==> config.mk <==
export PLATFORM = sky130hd
export DESIGN_NAME = inv_mixcol_sequencer
export DESIGN_NICKNAME = d
export VERILOG_FILES = /design/src/rtl/inv_mixcol_sequencer.sv
export SDC_FILE = /design/constraint.sdc
export NUM_CORES = 1
export LEC_CHECK = 0
export CAP_MARGIN = 25
export CORE_ASPECT_RATIO = 0.5
export CORE_MARGIN = 2
export CORE_UTILIZATION = 54
export DETAILED_ROUTE_END_ITERATION = 8
export PLACE_DENSITY = 0.81
export SLEW_MARGIN = 10
export SYNTH_ARGS = -nofsm -noshare
export SYNTH_HDL_FRONTEND = slang
export SYNTH_SLANG_ARGS = --single-unit
==> constraint.sdc <==
create_clock -name clk -period 18.8 [get_ports clk]
set_clock_uncertainty 0.05 [all_clocks]
set_input_delay 4.7 -clock clk [delete_from_list [all_inputs] [get_ports clk]]
set_output_delay 4.7 -clock clk [all_outputs]
set_load 0.02 [all_outputs]
==> src/rtl/inv_mixcol_sequencer.sv <==
// inv_mixcol_sequencer: runs one shared 32-bit InvMixColumns column unit
// over the four columns of a 128-bit AES decryption state.
//
// Ports:
//   clk, rst              rising-edge clock, async active-high reset
//   in_valid/in_ready     input handshake for in_state/in_bypass
//   in_state              state in; column 0 = [127:96], column 3 = [31:0]
//   in_bypass             1 = pass state unchanged (final round)
//   mc_col_out/mc_issue   column issued to the external column unit
//   mc_col_in             column unit result, MC_LAT cycles after issue
//   out_valid/out_ready   output handshake for out_state
//   out_state             transformed state, same column order as in_state
//   busy                  high while a state is being worked on or held
module inv_mixcol_sequencer #(
    parameter int MC_LAT = 0
) (
    input  logic         clk,
    input  logic         rst,
    input  logic         in_valid,
    output logic         in_ready,
    input  logic [127:0] in_state,
    input  logic         in_bypass,
    output logic [31:0]  mc_col_out,
    input  logic [31:0]  mc_col_in,
    output logic         mc_issue,
    output logic         out_valid,
    input  logic         out_ready,
    output logic [127:0] out_state,
    output logic         busy
);

    typedef enum logic [1:0] {
        IDLE = 2'd0,
        RUN  = 2'd1,
        DONE = 2'd2
    } state_t;

    state_t       state;
    state_t       state_nx;

    logic [127:0] src;
    logic [127:0] res;
    logic [127:0] res_nx;
    // bit 2 marks "all four columns issued"; issue stops there
    logic [2:0]   issue_idx;
    logic [1:0]   cap_cnt;
    logic         cap_vld;
    logic [1:0]   cap_idx;
    logic         accept;
    logic         last_cap;

    assign in_ready  = (state == IDLE);
    assign out_valid = (state == DONE);
    assign busy      = (state != IDLE);
    assign accept    = in_ready && in_valid;
    assign mc_issue  = (state == RUN) && !issue_idx[2];
    assign last_cap  = (state == RUN) && cap_vld && (cap_cnt == 2'd3);

    // Column mux toward the column unit; forced to zero when idle
    always_comb begin
        mc_col_out = 32'h0;
        if (mc_issue) begin
            unique case (issue_idx[1:0])
                2'd0: mc_col_out = src[127:96];
                2'd1: mc_col_out = src[95:64];
                2'd2: mc_col_out = src[63:32];
                2'd3: mc_col_out = src[31:0];
                default: mc_col_out = 32'h0;
            endcase
        end
    end

    // Capture timing follows the column unit latency: the issue flag and
    // column index ride a shift pipe as deep as the unit itself.
    generate
        if (MC_LAT == 0) begin : g_comb
            assign cap_vld = mc_issue;
            assign cap_idx = issue_idx[1:0];
        end else begin : g_pipe
            logic [MC_LAT-1:0] vld_pipe;
            logic [1:0]        idx_pipe [MC_LAT];

            always_ff @(posedge clk or posedge rst) begin
                if (rst) begin
                    vld_pipe <= '0;
                    for (int i = 0; i < MC_LAT; i++) begin
                        idx_pipe[i] <= 2'd0;
                    end
                end else begin
                    vld_pipe[0] <= mc_issue;
                    idx_pipe[0] <= issue_idx[1:0];
                    for (int i = 1; i < MC_LAT; i++) begin
                        vld_pipe[i] <= vld_pipe[i-1];
                        idx_pipe[i] <= idx_pipe[i-1];
                    end
                end
            end

            assign cap_vld = vld_pipe[MC_LAT-1];
            assign cap_idx = idx_pipe[MC_LAT-1];
        end
    endgenerate

    // Result register with the returning column merged in
    always_comb begin
        res_nx = res;
        if (cap_vld) begin
            unique case (cap_idx)
                2'd0: res_nx[127:96] = mc_col_in;
                2'd1: res_nx[95:64]  = mc_col_in;
                2'd2: res_nx[63:32]  = mc_col_in;
                2'd3: res_nx[31:0]   = mc_col_in;
                default: res_nx = res;
            endcase
        end
    end

    always_comb begin
        state_nx = state;
        unique case (state)
            IDLE: begin
                if (in_valid) begin
                    state_nx = in_bypass ? DONE : RUN;
                end
            end
            RUN: begin
                if (last_cap) begin
                    state_nx = DONE;
                end
            end
            DONE: begin
                if (out_ready) begin
                    state_nx = IDLE;
                end
            end
            default: state_nx = IDLE;
        endcase
    end

    always_ff @(posedge clk or posedge rst) begin
        if (rst) begin
            state <= IDLE;
        end else begin
            state <= state_nx;
        end
    end

    // out_state is a separate register so it only moves on entry to DONE,
    // never while columns are still landing in res.
    always_ff @(posedge clk or posedge rst) begin
        if (rst) begin
            src       <= '0;
            res       <= '0;
            out_state <= '0;
            issue_idx <= 3'd0;
            cap_cnt   <= 2'd0;
        end else begin
            if (accept) begin
                src       <= in_state;
                issue_idx <= 3'd0;
                cap_cnt   <= 2'd0;
                if (in_bypass) begin
                    res       <= in_state;
                    out_state <= in_state;
                end else begin
                    res <= '0;
                end
            end
            if (state == RUN) begin
                if (mc_issue) begin
                    issue_idx <= issue_idx + 3'd1;
                end
                if (cap_vld) begin
                    res <= res_nx;
                    if (cap_cnt != 2'd3) begin
                        cap_cnt <= cap_cnt + 2'd1;
                    end
                end
                if (last_cap) begin
                    out_state <= res_nx;
                end
            end
        end
    end

endmodule
* Word level (Yosys, flattened, before mapping)
Index checks and enable logic that the tools add are counted.
Cells by class: add/sub/neg operators 2, multiply operators 0, divide/modulo/power cells 0, order comparisons 0, eq/ne operators 10, shift operators 0, muxes and demuxes 27, bitwise gates (word level) 0, reduce and logical (&&, ||, !) cells 9
Operator list (count):
- 128-bit two-way mux | 9
- 32-bit two-way mux | 5
- 32-bit one-hot mux with 4 select lines | 1
- 2-bit two-way mux | 8
- 3-bit two-way mux | 3
- 2-bit equality test, second input constant | 4
- 2-bit inequality test, second input constant | 3
- 2-bit one-hot mux with 3 select lines | 1
- 2-bit by 1-bit equality test with 1-bit output, second input constant | 2
- 1-bit logical AND | 4
- 2-bit zero test | 2
- 3-bit by 1-bit adder with 3-bit output, second input constant | 1
- 3-bit AND reduction | 1
- 2-bit by 1-bit adder with 2-bit output, second input constant | 1
- 2-bit by 1-bit inequality test with 1-bit output, second input constant | 1
- 2-bit nonzero test | 1
- 1-bit zero test | 1
Storage, ports and cells: flip-flop bits (word level) 391, bits in latches 0, memory bits (writable) 0, ROM bits 0, output and inout bits 164, logic and storage cells 54, memories kept 0

* Depth between registers and ports, before layout
Gate-level depths: netlist of run 1.
depth in word-level cells 6, gate-level depth with buffers 8

* Worst setup path before layout of run 1
Ideal clock, no wire load.
path kind register to output, start register issue_idx[0], end output port mc_col_out[22], data arrival time 1.735 ns, data required time 14.050 ns, setup slack 12.315 ns, stages on the path, launching flop included 8, buffers on the path 2, cells stage by stage dfrtp_1 -> inv_1 -> ha_1 -> buf_2 -> clkbuf_1 -> a222oi_1 -> o21a_1 -> nor2_1
On the way: word-level cells in the longest chain between the ends 3
RTL lines:
- start, declared | RTL line 45 | logic [2:0] issue_idx;
- start signal, assigned | RTL line 171 | issue_idx <= issue_idx + 3'd1;
- 2-bit equality test, or another cell as far along | RTL line 63 | unique case (issue_idx[1:0])
- 32-bit one-hot mux with 4 select lines * | RTL line 63
- 32-bit two-way mux * | RTL line 62 | if (mc_issue) begin
- end, declared | RTL line 23 | output logic [31:0] mc_col_out,
Mark *: on every way between the ends. The rest lies on a longest branch, timed or not.

* Final worst setup path of run 1
start register state[1], end output port mc_issue
On the way: word-level cells in the longest chain between the ends 2
RTL lines:
- start, declared | RTL line 38 | state_t state;
- start signal, assigned | RTL line 144 | state <= state_nx;
- 2-bit by 1-bit equality test with 1-bit output | RTL line 56 | assign mc_issue = (state == RUN) && !issue_idx[2];
- 1-bit logical AND | RTL line 56
- end, declared | RTL line 25 | output logic mc_issue,
Every way passes these cells.

==> results.sh, run 1 <==
export IMPL_fin_util_pct=68.18
export IMPL_ys_ff_latch=391
export IMPL_portBuffers=328
export IMPL_grt_pass1_vias=15090
export IMPL_relSlewSlack_pct=27.03
export IMPL_status="finished clean"
export IMPL_rsz0062_at_grt="no"
export IMPL_cts_tree="built"
export IMPL_internal_power_mw=2.740
export IMPL_fp_row_count=49
export IMPL_yosysSeqAreaShare_pct=48.63
export IMPL_ant_nets=0
export IMPL_yosys_cell_types_count=32
export IMPL_area_delta_synth_final_pct=23.00
export IMPL_final_common_cell="mux2i_1"
export IMPL_cts_max_path_buffers=3
export IMPL_peakVddDrop_mv=0.1048
export IMPL_grt_usage_pct=28.55
export IMPL_cts_buffers=37
export IMPL_overflow=0
export IMPL_worst_setup_path_end_kind="output pin"
export IMPL_pin_count=329
export IMPL_switchingPower_mw=1.740
export IMPL_p_leak_nw=9.636
export IMPL_timing_critical_path_from_type="flop"
export IMPL_cp_data_arrival_time_ps=4230
export IMPL_hp_class="reg -> reg"
export IMPL_combPwrFrac_pct=48.0
export IMPL_start_util_pct=55.44
export IMPL_critPathRequiredTime_ps=14050
export IMPL_syn_inst=1621
export IMPL_fmax_mhz=111.4
export IMPL_grt_start_max_net_pins=113
export IMPL_syn_area_mm2=0.02012
export IMPL_core_region_area_mm2=0.03629
export IMPL_p_total_mw=4.479
export IMPL_final_hold_viol_count=0
export IMPL_syn_nets=1793
export IMPL_ys_async_sr_fraction_pct=100.0
export IMPL_die_h_um=140.5
export IMPL_postSynthAreaPerCell_um2=12.41
export IMPL_routed_wl_mm=56.67
export IMPL_fin_area_mm2=0.02475
export IMPL_cts_sinks=391
export IMPL_switching_share_pct=38.84
export IMPL_drtPass1Iterations=7
export IMPL_synth_enable_flop_cells=0
export IMPL_cts_resized=0
export IMPL_final_nets=2019
export IMPL_drc_errors=0
export IMPL_synthFlopType="dfrtp_1"
export IMPL_fin_setup_tns_ps=0
export IMPL_drt_initial_drc_count=1411
export IMPL_drive_above_1_share_pct=12.61
export IMPL_worst_slew_pin_slew_ps=1095
export IMPL_post_drt_wl_per_cell_um=24.02
export IMPL_placed_cell_area_mm2=0.02341
export IMPL_clock_latency_ps=530
export IMPL_criticalPathCategory="reg -> out"
export IMPL_fin_crit_ps=8980
export IMPL_cts_setup_buffers=0
export IMPL_vias_per_cell=6.231
export IMPL_slew_viol_final=0
export IMPL_finalSetupViolCount=0
export IMPL_cp_max_fo=68
export IMPL_p_clk_share_pct=18.0
export IMPL_vias=14700
export IMPL_htreeDepth=2
export IMPL_gp_congestion=0.8058
export IMPL_yosysWarnings=0
export IMPL_antenna_found_initial=3
export IMPL_clk_pin_slew_ps=70
export IMPL_power_density_mw_per_mm2=181.0
export IMPL_grt_pass1_wl_mm=87.89
export IMPL_cap_violations=0
export IMPL_ctsHoldBuffers=0
export IMPL_die_x_um=277.0
export IMPL_hpwl_mm=35.16
export IMPL_die_area_mm2=0.03891
export IMPL_final_cell_mix="mux2i_1, dfrtp_1, clkdlybuf4s50_1"
export IMPL_seqPwrFrac_pct=34.0
export IMPL_fin_crit_sh_pct=47.76
export IMPL_root_buffer="clkbuf_16"
## state kept, by name (all words and copies together), names as in the netlist
name,count
cap_cnt,2
out_state,128
res,128
src,128
issue_idx,3
state,2
## synth_stat cells, types with 2 or more instances
cell / n / share of area, %
a221o_1: 127 / 6.3
a222oi_1: 32 / 1.6
a22o_1: 2 / 0.087
buf_1: 35 / 0.65
buf_12: 5 / 0.50
buf_2: 54 / 1.3
buf_4: 22 / 0.82
buf_6: 9 / 0.50
clkbuf_1: 45 / 0.84
dfrtp_1: 391 / 49
ha_1: 7 / 0.44
inv_1: 6 / 0.11
mux2_2: 128 / 7.2
mux2i_1: 509 / 25
nand2_1: 32 / 0.60
nor2_1: 162 / 3.0
nor4bb_1: 5 / 0.25
o211ai_1: 2 / 0.075
o21a_1: 32 / 1.2
o21ai_0: 2 / 0.050
o31ai_1: 2 / 0.075
or3b_1: 2 / 0.087
## final timing paths
path                                from              to  slack (ps)  cells after the start
worst max-delay path            state[1]        mc_issue        9820                      5
worst min-delay path            src[125]        src[125]         460                      1
worst max register to register  state[1]   out_state[84]       14180                      7
worst min register to register  src[125]        src[125]         460                      1
max in group asynchronous            rst  out_state[116]       12030                      5
min in group asynchronous            rst  out_state[101]        4670                      2
## routing by layer
layer / global-route usage, % / wire (µm) / up-vias
met5: 0 / 0 / -
met4: 10.53 / 1792 / 0
met3: 4.387 / 2859 / 117
met2: 46.80 / 27450 / 474
met1: 38.81 / 24570 / 7628
li1: - / - / 6479
## kinds of logic after synthesis
kind of cell	synth area share, %
AO/OA/AOI/OAI	9.539
adder cells (fa/ha/maj)	0.4353
buffers and inverters	4.813
flip-flops	48.63
multiplexers	32.49
AND/OR/NAND/NOR	4.098
## layout make-up
type / instances / area, µm²
antenna: 3 / 7.507
clock buffer: 48 / 1047
clock inverter: 16 / 224.0
fill: 2685 / 11550
inverter: 7 / 33.78
multi-input combinational: 1052 / 9497
sequential: 391 / 9784
tap: 484 / 605.6
timing repair buffer: 358 / 3548
## worst max-delay path, cell delays in order (launching register included)
cell and delay (ps):
dfrtp_1 730, or3b_4 700, buf_4 620, buf_4 750, inv_2 170, clkdlybuf4s50_1 620
## power groups by stage
stage,Combinational (mW),Clock (mW),Sequential (mW)
after global placement,2.09,0,1.50
after CTS,2.15,0.812,1.51
after global routing,2.29,0.851,1.56
final,2.15,0.806,1.52
after detailed placement,2.14,0,1.52
after floorplan,1.27,0,1.62
## stage by stage
step,instances,setup slack (ps),hold slack [ps]
3_3_place_gp,2290,10480,437.0
6_report,2359,9820,456.5
3_5_place_dp,2290,10460,443.7
2_1_floorplan,1621,3181,412.6
5_1_grt,2359,9659,466.8
4_1_cts,2354,9890,457.1
Power figures use the tool's default switching activity.
==> run 2: changes to the inputs <==
clock period = 8.7 ns   (was 18.8 ns; I/O delays follow)
==> run 2 against run 1 <==
  * Die area did not move
  * First-iteration DRC count rose by 3.2%
  * Sequential power rose by 120%
  * Sequential cell count did not move
  * Combinational power rose by 120%
==> results.sh, run 2 (synthesized netlist as in run 1, its figures left out) <==
export IMPL_hp_start="cap_cnt[0]"
export IMPL_cp_max_fo=42
export IMPL_path_buf_inv=3
export IMPL_hp_class="reg -> reg"
export IMPL_critical_path_top_delay_family="buffers and inverters"
export IMPL_whs_path_depth=1
export IMPL_ant_nets=0
export IMPL_clock_latency_ps=530
export IMPL_regToRegEndpoint="out_state[116]"
export IMPL_slew_viol_final=0
export IMPL_fillerInstances=2677
export IMPL_vias_per_cell=6.247
export IMPL_cts_resized=0
export IMPL_fp_row_count=49
export IMPL_drt_initial_drc_count=1456
export IMPL_grt_start_max_net_pins=163
export IMPL_rsz0062_at_grt="no"
export IMPL_cap_violations=0
export IMPL_reg2reg_depth=6
export IMPL_final_cell_mix="mux2i_1, dfrtp_1, clkdlybuf4s50_1"
export IMPL_timing_critical_path_from_type="flop"
export IMPL_fin_crit_sh_pct=66.88
export IMPL_critPathRequiredTime_ps=6480
export IMPL_final_nets=2018
export IMPL_relSlewSlack_pct=31.59
export IMPL_switching_share_pct=38.56
export IMPL_path_cells="inv_1, ha_4, buf_4, a222oi_1, o21a_1, nor2_1, clkdlybuf4s50_1"
export IMPL_fin_crit_ps=5819
export IMPL_hpwl_mm=35.93
export IMPL_p_clk_share_pct=18.1
export IMPL_cp_data_arrival_time_ps=3590
export IMPL_finalSetupViolCount=0
export IMPL_fin_setup_tns_ps=0
export IMPL_worst_slew_pin_slew_ps=1026
export IMPL_gp_congestion=0.8623
export IMPL_cts_tree="built"
export IMPL_die_h_um=140.5
export IMPL_cts_buffers=37
export IMPL_grt_pass1_vias=15100
export IMPL_final_hold_viol_count=0
export IMPL_htreeDepth=2
export IMPL_fmax_mhz=171.9
export IMPL_cts_sinks=391
export IMPL_fin_area_mm2=0.02484
export IMPL_fin_ws_ps=2881
export IMPL_start_util_pct=55.44
export IMPL_die_x_um=277.0
export IMPL_die_area_mm2=0.03891
export IMPL_power_density_mw_per_mm2=391.8
export IMPL_placed_cell_area_mm2=0.02345
export IMPL_cts_max_path_buffers=3
export IMPL_worst_setup_path_end_kind="output pin"
export IMPL_largestRegisters="out_state (128), res (128), src (128)"
export IMPL_final_common_cell="mux2i_1"
export IMPL_vias=14740
export IMPL_drive_above_1_share_pct=12.66
export IMPL_slowest_delay_ps=660
export IMPL_crit_start="issue_idx[0]"
export IMPL_area_delta_synth_final_pct=23.47
export IMPL_overflow=0
export IMPL_root_buffer="clkbuf_16"
export IMPL_seqPwrFrac_pct=34.0
export IMPL_criticalPathCategory="reg -> out"
export IMPL_routed_wl_mm=56.86
export IMPL_cts_setup_buffers=0
export IMPL_internal_power_mw=5.980
export IMPL_p_leak_nw=9.672
export IMPL_post_drt_wl_per_cell_um=24.09
export IMPL_status="finished clean"
export IMPL_r2r_slack_ps=4960
export IMPL_grt_pass1_wl_mm=89.07
export IMPL_ctsHoldBuffers=0
export IMPL_peakVddDrop_mv=0.2454
export IMPL_worst_path_stages=7
export IMPL_place_ws_ps=3404
export IMPL_slowest_stage="buf_4"
export IMPL_antenna_found_initial=4
export IMPL_combPwrFrac_pct=47.9
export IMPL_core_region_area_mm2=0.03629
export IMPL_portBuffers=328
export IMPL_switchingPower_mw=3.753
export IMPL_clk_pin_slew_ps=70
export IMPL_drc_errors=0
export IMPL_drtPass1Iterations=9
export IMPL_grt_usage_pct=28.94
export IMPL_min_to="cap_cnt[0]"
export IMPL_timing_rr_start="state[1]"
export IMPL_pin_count=329
## run 2: cell types whose count changed in the layout (fill, tap and decap cells not counted)
cell,change
buf_4,-6
buf_12,+5
clkbuf_8,+3
clkbuf_16,+2
bufinv_16,-1
clkbuf_1,-1
clkinv_4,-1
diode_2,+1
inv_8,-1
## run 2: power by group through the flow
stage / registers, mW / clock network [mW] / logic (mW)
2_1_floorplan: 3.51 / 0 / 2.75
3_3_place_gp: 3.28 / 0 / 4.51
3_5_place_dp: 3.30 / 0 / 4.62
4_1_cts: 3.29 / 1.78 / 4.65
5_1_grt: 3.40 / 1.85 / 4.99
6_report: 3.31 / 1.76 / 4.66
## run 2: metrics by stage
step | util, % | hold WS (ps) | instances | power, mW
floorplan | - | 412.6 | 1621 | 6.263
global placement | 64.60 | 430.0 | 2288 | 7.796
detailed placement | 64.60 | 436.5 | 2288 | 7.926
CTS | 68.21 | 445.2 | 2353 | 9.712
global route | 68.45 | 466.7 | 2360 | 10.24
finish | 68.45 | 445.9 | 2360 | 9.732
## run 2: layout make-up
| type | instances | area, µm² | area share [%] |
|---|---|---|---|
| timing repair buffer | 357 | 3603 | 14.51 |
| tap | 484 | 605.6 | 2.438 |
| clock buffer | 52 | 1135 | 4.568 |
| sequential | 391 | 9784 | 39.39 |
| antenna | 4 | 10.01 | 0.04029 |
| inverter | 7 | 30.03 | 0.1209 |
| multi-input combinational | 1052 | 9497 | 38.23 |
| clock inverter | 13 | 177.7 | 0.7152 |
## run 2: how the worst max path moves through the flow
stage,endpoint,slack (ps)
5_1_grt,mc_col_out[24],2720
3_5_place_dp,src[53],3400
3_3_place_gp,src[86],3450
2_1_floorplan,cap_cnt[0],1220
6_report,mc_col_out[21],2880
4_1_cts,mc_col_out[21],2890
## run 2: routing by layer
layer | part of all wire [%] | track usage [%]
met1 | 43 | 39.73
met2 | 48 | 47.01
met3 | 5.4 | 4.370
met4 | 3.1 | 10.70
met5 | 0 | 0
==> run 3: changes to the inputs <==
clock period = 5.82 ns   (was 8.7 ns; I/O delays follow)
==> run 3 against run 2 <==
  * Via count is 0.36% higher
  * Cell area decreased by 0.29%
  * Final cell count up 0.38%
  * Worst hold slack improved by 7.2 ps
  * Critical endpoint is now mc_col_out[6]
  * Largest power group unchanged
  * Total power up 47%
  * Sequential share of layout area rose by 0.11 points
  * Core utilization fell by 0.20 points
  * Global-route usage down 0.069 points
==> results.sh, run 3 (synthesized netlist as in run 1, its figures left out) <==
export IMPL_grt_start_max_net_pins=130
export IMPL_gp_congestion=0.8623
export IMPL_fin_setup_tns_ps=0
export IMPL_cp_data_arrival_time_ps=3290
export IMPL_finalSetupViolCount=0
export IMPL_hpwl_mm=36.03
export IMPL_start_util_pct=55.44
export IMPL_fin_ws_ps=1022
export IMPL_whs_path_depth=1
export IMPL_reg2reg_depth=5
export IMPL_clk_pin_slew_ps=70
export IMPL_hp_start="cap_cnt[0]"
export IMPL_largestRegisters="out_state (128), res (128), src (128)"
export IMPL_cts_max_path_buffers=3
export IMPL_grt_usage_pct=28.87
export IMPL_cts_tree="built"
export IMPL_fin_crit_sh_pct=82.45
export IMPL_hp_class="reg -> reg"
export IMPL_pin_count=329
export IMPL_r2r_slack_ps=2560
export IMPL_place_ws_ps=1604
export IMPL_routed_wl_mm=56.80
export IMPL_timing_critical_path_from_type="flop"
export IMPL_ant_nets=0
export IMPL_grt_pass1_wl_mm=88.96
export IMPL_die_area_mm2=0.03891
export IMPL_final_common_cell="mux2i_1"
export IMPL_clock_latency_ps=520
export IMPL_die_x_um=277.0
export IMPL_fp_row_count=49
export IMPL_cts_setup_buffers=0
export IMPL_min_to="cap_cnt[0]"
export IMPL_timing_rr_start="state[1]"
export IMPL_drc_errors=0
export IMPL_vias_per_cell=6.246
export IMPL_cp_max_fo=55
export IMPL_portBuffers=328
export IMPL_cap_violations=0
export IMPL_final_cell_mix="mux2i_1, dfrtp_1, clkdlybuf4s50_1"
export IMPL_relSlewSlack_pct=31.13
export IMPL_status="finished clean"
export IMPL_htreeDepth=2
export IMPL_cts_buffers=37
export IMPL_final_nets=2028
export IMPL_vias=14800
export IMPL_drtPass1Iterations=6
export IMPL_drt_initial_drc_count=1573
export IMPL_critPathRequiredTime_ps=4320
export IMPL_fin_crit_ps=4798
export IMPL_rsz0062_at_grt="no"
export IMPL_ctsHoldBuffers=0
export IMPL_overflow=0
export IMPL_peakVddDrop_mv=0.3474
export IMPL_antenna_found_initial=5
export IMPL_regToRegEndpoint="out_state[36]"
export IMPL_power_density_mw_per_mm2=578.7
export IMPL_final_hold_viol_count=0
export IMPL_fin_util_pct=68.25
export IMPL_grt_pass1_vias=15170
export IMPL_slew_viol_final=0
export IMPL_criticalPathCategory="reg -> out"
export IMPL_core_region_area_mm2=0.03629
export IMPL_area_delta_synth_final_pct=23.11
export IMPL_cts_resized=0
export IMPL_fmax_mhz=208.4
export IMPL_cts_sinks=391
export IMPL_worst_setup_path_end_kind="output pin"
export IMPL_drive_above_1_share_pct=12.55
export IMPL_post_drt_wl_per_cell_um=23.98
export IMPL_root_buffer="clkbuf_16"
export IMPL_worst_slew_pin_slew_ps=1033
export IMPL_p_leak_nw=9.634
export IMPL_die_h_um=140.5
==> run 3: cell type report <==
| class | count | area (µm²) |
|---|---|---|
| flip-flops and latches | 391 | 9784 |
| fillers | 2682 | 11520 |
| clock buffers | 53 | 1036 |
| repair buffers | 367 | 3701 |
| multi-input cells | 1052 | 9497 |
| inverters | 7 | 30.03 |
| well taps | 484 | 605.6 |
| diodes | 5 | 12.51 |
| clock inverters | 10 | 105.1 |
==> run 3: critical path: stages (launching register included) <==
cell             delay [ps]
dfrtp_1                 470
inv_1                   180
ha_4                    830
a222oi_1                260
o21a_1                  240
nor2_1                  140
clkdlybuf4s50_1         630
==> run 3: metal layers <==
layer / vias up / wire length (µm) / GRT usage, %
li1: 6476 / - / -
met1: 7676 / 24810 / 40.09
met2: 527 / 27270 / 46.28
met3: 118 / 2975 / 4.370
met4: 0 / 1748 / 10.73
met5: - / 0 / 0
==> run 3: how the worst max path moves through the flow <==
stage          slack [ps]          from              to
2_1_floorplan        -940           rst      cap_cnt[0]
3_3_place_gp         1650  issue_idx[0]  mc_col_out[25]
3_5_place_dp         1600  issue_idx[0]   mc_col_out[6]
4_1_cts              1040  issue_idx[0]   mc_col_out[6]
5_1_grt               910  issue_idx[0]  mc_col_out[12]
6_report             1020  issue_idx[0]   mc_col_out[6]
==> run 3: metrics by stage <==
stage / power, mW / hold WS (ps) / area [µm²] / cells
2_1_floorplan: 9.362 / 412.6 / 20120 / 1621
3_3_place_gp: 11.75 / 433.7 / 23620 / 2301
3_5_place_dp: 11.92 / 435.8 / 23620 / 2301
4_1_cts: 14.37 / 448.2 / 24760 / 2364
5_1_grt: 15.09 / 465.8 / 24770 / 2369
6_report: 14.34 / 453.0 / 24770 / 2369
==> run 3: power by group <==
group	internal, mW	switching (mW)
Clock	1.33	1.05
Combinational	3.38	3.61
Sequential	4.04	0.928
Total	8.75	5.58
